File: config.mk
export PLATFORM = sky130hd
export DESIGN_NAME = inject_age_stamper
export DESIGN_NICKNAME = d
export VERILOG_FILES = /design/src/rtl/inject_age_stamper.sv
export SDC_FILE = /design/constraint.sdc
export NUM_CORES = 1
export LEC_CHECK = 0
export ABC_AREA = 1
export BUFFER_PORTS_ARGS = -buffer_cell sky130_fd_sc_hd__buf_2
export CAP_MARGIN = 20
export CORE_ASPECT_RATIO = 1.5
export CORE_MARGIN = 2
export CORE_UTILIZATION = 30
export CTS_CLUSTER_SIZE = 12
export DETAILED_ROUTE_END_ITERATION = 12
export PLACE_DENSITY = 0.54
export SETUP_SLACK_MARGIN = 0.15
export SYNTH_ARGS = -nofsm -noshare
export SYNTH_HDL_FRONTEND = slang
export SYNTH_SLANG_ARGS = --single-unit
File: constraint.sdc
create_clock -name clk -period 14.2 [get_ports clk]
set_input_delay 2.13 -clock clk [delete_from_list [all_inputs] [get_ports clk]]
set_output_delay 2.13 -clock clk [all_outputs]
set_load 0.1 [all_outputs]
File: src/rtl/inject_age_stamper.sv
// Injection-side FIFO that stamps each accepted flit with the local cycle time.
// Optional INJ_STARVE_CNT_EN adds a saturating head-starvation counter and flag.
module inject_age_stamper #(
  parameter int unsigned FLIT_W   = 64,
  parameter int unsigned TIME_W   = 8,
  parameter int unsigned TIME_LSB = 0,
  parameter int unsigned DEPTH    = 4
) (
  input  logic                     clk,
  input  logic                     reset,
  input  logic                     in_valid,
  output logic                     in_ready,
  input  logic [FLIT_W-1:0]        in_flit,
  output logic                     inj_valid,
  output logic [FLIT_W-1:0]        inj_flit,
  input  logic                     inj_grant,
  output logic [$clog2(DEPTH):0]   occupancy
`ifdef INJ_STARVE_CNT_EN
  ,
  output logic [7:0]               starve_cnt,
  output logic                     starve_flag
`endif
);

  localparam int unsigned AW = $clog2(DEPTH);

  logic [AW:0]        wr_ptr;
  logic [AW:0]        rd_ptr;
  logic [TIME_W-1:0]  tcnt;
  logic [FLIT_W-1:0]  flit_mem [DEPTH];
  logic [TIME_W-1:0]  time_mem [DEPTH];
  logic               full;
  logic               empty;
  logic               push;
  logic               pop;

  // Extra wrap bit distinguishes full from empty when indices coincide.
  assign full      = (wr_ptr[AW] != rd_ptr[AW]) && (wr_ptr[AW-1:0] == rd_ptr[AW-1:0]);
  assign empty     = (wr_ptr == rd_ptr);
  assign in_ready  = ~full;
  assign inj_valid = ~empty;
  assign push      = in_valid & ~full;
  assign pop       = inj_valid & inj_grant;
  assign occupancy = wr_ptr - rd_ptr;

  always_ff @(posedge clk) begin
    if (reset) begin
      wr_ptr <= '0;
      rd_ptr <= '0;
      tcnt   <= '0;
    end else begin
      tcnt <= tcnt + TIME_W'(1);
      if (push) wr_ptr <= wr_ptr + (AW+1)'(1);
      if (pop)  rd_ptr <= rd_ptr + (AW+1)'(1);
    end
  end

  // Payload storage is deliberately left uncleared by reset.
  always_ff @(posedge clk) begin
    if (push && !reset) begin
      flit_mem[wr_ptr[AW-1:0]] <= in_flit;
      time_mem[wr_ptr[AW-1:0]] <= tcnt;
    end
  end

  always_comb begin
    inj_flit = '0;
    if (inj_valid) begin
      inj_flit                      = flit_mem[rd_ptr[AW-1:0]];
      inj_flit[TIME_LSB +: TIME_W]  = time_mem[rd_ptr[AW-1:0]];
    end
  end

`ifdef INJ_STARVE_CNT_EN
  always_ff @(posedge clk) begin
    if (reset || pop) begin
      starve_cnt <= '0;
    end else if (inj_valid && (starve_cnt != 8'hFF)) begin
      starve_cnt <= starve_cnt + 8'd1;
    end
  end

  assign starve_flag = (starve_cnt == 8'hFF);
`endif

endmodule
* After elaboration in Yosys (flattened, before gate mapping) *
Memory sizes are Yosys's and may differ from the RTL's. A register that Yosys moved wholly into a read port is not among the register bits.
Index checks and enable logic that the tools add are counted.

storage, ports and cells
  output and inout port bits = 69
  memories = 2
  input bits = 68
  bits in registers = 14
  RAM bits = 288

cells by class
  reductions and logical operators = 3
  muxes and demuxes = 7
  bitwise operators = 4
  equal/unequal tests = 3
  add/subtract/negate cells = 4

memories
  memory    words  bits a word  rd ports  clocked after Yosys merged registers in  write ports  line  source
  flit_mem  4      64           1         1                                        1            30    logic [FLIT_W-1:0] flit_mem [DEPTH];
  time_mem  4      8            1         1                                        1            31    logic [TIME_W-1:0] time_mem [DEPTH];

operators with widths
  cell                                          count
  two-way mux 64 bit                            1
  adder 8 x 1 -> 8 bit (second input constant)  1
  two-way mux 2 bit                             4
  adder 3 x 1 -> 3 bit (second input constant)  2
  == test 3 bit                                 1
  subtractor 3 bit                              1
  AND 1 bit                                     2
  == test 2 bit                                 1
  logical AND 1 bit                             2
  two-way mux 1 bit                             2
  inverter 1 bit                                2
  zero test 1 bit                               1
  != test 1 bit                                 1

* Depth between registers and ports, before layout *
  word-level depth = 7
  gate-level depth with buffers = 8

* Worst setup path before layout *
OpenSTA, ideal clock, no wires.

  path type = input -> register
  start = in reset
  end = mem flit_mem[0][10] (enable)
  stages on the path = 2
  path buffers = 1
  slack = 6.952 ns
  library setup time = 0.565 ns
  arrival = 6.683 ns
  required time = 13.635 ns
  cells stage by stage = buf_2 nor3_1

on the way
  cells in the longest elaborated chain, start to end = 4

ends and longest elaborated chain
  what                                     line  source
  start, declared                          10    input logic reset,
  zero test 1 bit                          60    if (push && !reset) begin
  logical AND 1 bit                        60
  two-way mux 1 bit                        60
  two-way mux 1 bit (not written as such)  61    flit_mem[wr_ptr[AW-1:0]] <= in_flit;
  end, declared                            30

No other way between the ends.

==> impl_metrics.py <==
metrics = {
    "final_layout": {
        "layoutNonFillerInstCount": 1488,
        "final_layout_size_suffix_gt1_frac": 0.181,
        "final_core_util": 0.354,
        "final_net_count": 1064,
        "most_common_library_cell_in_the_layout_ignoring_fill_and_taps": "sky130_fd_sc_hd__nor2_1",
        "most-common-layout-cells": "270 x sky130_fd_sc_hd__nor2_1, 256 x sky130_fd_sc_hd__edfxtp_1, 128 x sky130_fd_sc_hd__buf_2, 119 x sky130_fd_sc_hd__o21ai_0, 73 x sky130_fd_sc_hd__a21oi_1",
        "flow.area_growth_from_synthesis_pct": 17.0,
    },
    "clocking": {
        "cts-buffers-inserted": 28,
        "htreeDepth": 1,
        "insertion_delay_ps": 540,
        "max-clock-path-buffers": 3,
        "cts.repair_timing.setup_buffer_count": 0,
        "cts_root_buf": "sky130_fd_sc_hd__clkbuf_16",
        "clock-sinks": 272,
        "cts_tree": "built",
        "holdBufCountCts": 0,
        "clkTransAtPathRegs_ps": 60,
        "cts-resized-gates": 0,
    },
    "outcome": {
        "outcome": "complete, no violations",
    },
    "setup_path": {
        "worst_r2r_startpoint": "wr_ptr[0]",
        "rrSetupSlack_ps": 11300,
        "arrival_ps": 3580,
        "critical_path.endpoint_type": "output pin",
        "timing.critical_path.fanout_max": 65,
        "r2r_cells": 9,
        "type_of_the_worst_setup_path": "reg -> out",
        "critical_path.startpoint_type": "flip-flop",
        "crit_required_ps": 12070,
        "r2r_path_end": "flit_mem[2][21]",
    },
    "floorplanning": {
        "die_h_um": 236,
        "die-area_mm2": 0.0376,
        "floorplan.die.width_um": 159,
        "initial_core_util": 0.302,
        "io_pins": 137,
        "core_area_mm2": 0.0357,
        "rows": 85,
    },
    "global_routing": {
        "grt-ovfl-total": 0,
        "grt.met2_usage": 0.226,
        "grt.met3_usage": 0.0269,
        "wire_length_of_the_first_global_routing_pass_mm": 36.9,
        "grt_antenna_before_repair": 2,
        "maximum_number_of_pins_on_one_net_before_global_route_repair": 77,
        "globalRoute.busiestLayer": "met2",
        "gr-usage-all-layers": 0.127,
        "met1_demand_to_capacity_share_in_global_routing": 0.151,
        "first_global_vias": 6635,
    },
    "detailed_routing": {
        "count_of_unresolved_drc_violations_after_routing": 0,
        "drtIter0Drc": 364,
        "route.detailed.vias_per_inst": 4.54,
        "antenna_violating_nets_post_route": 0,
        "route.vias.total": 6753,
        "routed_wire_length_per_instance_um": 16.2,
        "firstDrtPassIters": 5,
        "wl_mm": 24.1,
    },
    "sta": {
        "slew_headroom": 0.285,
        "finalSetupTns_ps": 0,
        "rsz0062_at_grt": "no",
        "fin_ws_ps": 8490,
        "finalClockSkew_ps": 14.6,
        "timing_max_transition_violations_final": 0,
        "fmaxAchievable_mhz": 175,
        "final_cycle_share": 0.402,
        "tightestPinTransition_ps": 1070,
        "final_report_hold_violation_count": 0,
        "post-route-min-period_ps": 5710,
        "setup_viol_count_final": 0,
    },
    "min_path": {
        "timing.hold.worst_endpoint": "tcnt[4]",
        "min_delay_path_depth": 2,
        "hold_path.startpoint": "tcnt[4]",
        "hp-class": "reg -> reg",
    },
    "logic_synthesis": {
        "mapped_area_mm2": 0.0108,
        "ys_seq_area_frac": 0.741,
        "yosysTopAreaCell": "sky130_fd_sc_hd__edfxtp_1",
        "post_synth_main_area_contributors": "sky130_fd_sc_hd__edfxtp_1 71%, sky130_fd_sc_hd__nor2_1 9.4%, sky130_fd_sc_hd__o21ai_0 5.5%, sky130_fd_sc_hd__a21oi_1 3.4%, sky130_fd_sc_hd__dfxtp_1 3.0%",
        "synth_largest_type_area_fraction": 0.712,
        "postSynthCellCount": 868,
        "postSynthNetCount": 945,
        "synthDistinctLibCells": 26,
        "yosys_warnings": 0,
        "synth_area_per_cell_um2": 12.4,
        "yosys_register_bits": 272,
    },
    "placed_design": {
        "place.gp.congestion": 0.692,
        "dpl.hpwl_mm": 12.2,
        "place_inst": 1435,
        "place_worst_setup_slack_ps": 8910,
        "port-buffer-count": 128,
    },
    "power_and_ir_drop": {
        "power.static_leakage_nw": 4.51,
        "power_consumption_mw": 2.47,
        "worst_ir_drop_vdd_mv": 0.133,
        "power.density_cell_area_mw_per_mm2": 195,
    },
    "run": {
        "max-cap-violations": 0,
    },
}
## worst max-delay path by stage
stage               from               to  slack (ps)
6_report       flip-flop      inj_flit[2]        8490
5_1_grt        flip-flop      inj_flit[2]        8190
4_1_cts        flip-flop      inj_flit[3]        8320
3_5_place_dp   flip-flop      inj_flit[3]        8910
3_3_place_gp   flip-flop      inj_flit[2]        8940
2_1_floorplan      reset  flit_mem[0][10]        6950
## routing by layer
metal / vias to the layer above / part of all wire / wire, um
li1: 3284 / - / -
met1: 3308 / 0.42 / 10100
met2: 129 / 0.51 / 12300
met3: 30 / 0.048 / 1160
met4: 2 / 0.021 / 500
met5: - / 0.00054 / 13
## synthesized netlist by cell type, drive strengths merged
master,n
nor2,271
edfxtp,256
o21ai,130
a21oi,73
buf,35
inv,24
nand2,22
dfxtp,16
clkbuf,13
nand3,9
ha,8
nor3,4
o211ai,2
a31oi,1
clkinv,1
fa,1
xnor2,1
xor2,1
## where the power goes
part	switching [mW]	internal, mW
Combinational	0.757	0.123
Clock	0.282	0.389
Sequential	0.0168	0.903
## kinds of logic (layout without fill, tap and decap cells)
group / Yosys count / after routing / synth area share
AOI/OAI and AO/OA: 206 / 206 / 0.0960
xor gates and xnor gates: 2 / 2 / 0.00162
adders and majority gates: 9 / 9 / 0.0111
buffers and inverters: 73 / 214 / 0.0405
DFF: 272 / 272 / 0.741
other: 0 / 1 / 0
and+or+nand+nor: 306 / 306 / 0.109
## stage by stage
step	hold slack, ps	area, um2
finish	532	12600
global route	555	12600
CTS	528	12600
detailed placement	520	11800
global placement	506	11800
floorplan	454	10800
## cell type report
type / count / area (um2)
diodes: 1 / 2.50
clock buffers: 48 / 817
clock inverters: 4 / 26.3
fillers: 3544 / 23100
inverters: 25 / 97.6
multi-input cells: 523 / 2380
flip-flops and latches: 272 / 8010
well taps: 478 / 598
repair buffers: 137 / 708
## worst max-delay path, stage by stage (launching register included)
cell and delay, ps:
sky130_fd_sc_hd__dfxtp_2 310, sky130_fd_sc_hd__buf_4 710, sky130_fd_sc_hd__inv_2 550, sky130_fd_sc_hd__buf_4 460, sky130_fd_sc_hd__nor2_1 140, sky130_fd_sc_hd__o21ai_0 80
sky130_fd_sc_hd__a21oi_1 270, sky130_fd_sc_hd__buf_2 490
## state kept, by name, summed over array words and instances, names as in the netlist, named ones only
name	cells
rd_ptr	3
flit_mem	224
tcnt	8
wr_ptr	3
time_mem	32
No activity file was read; power rests on OpenSTA's default activity.
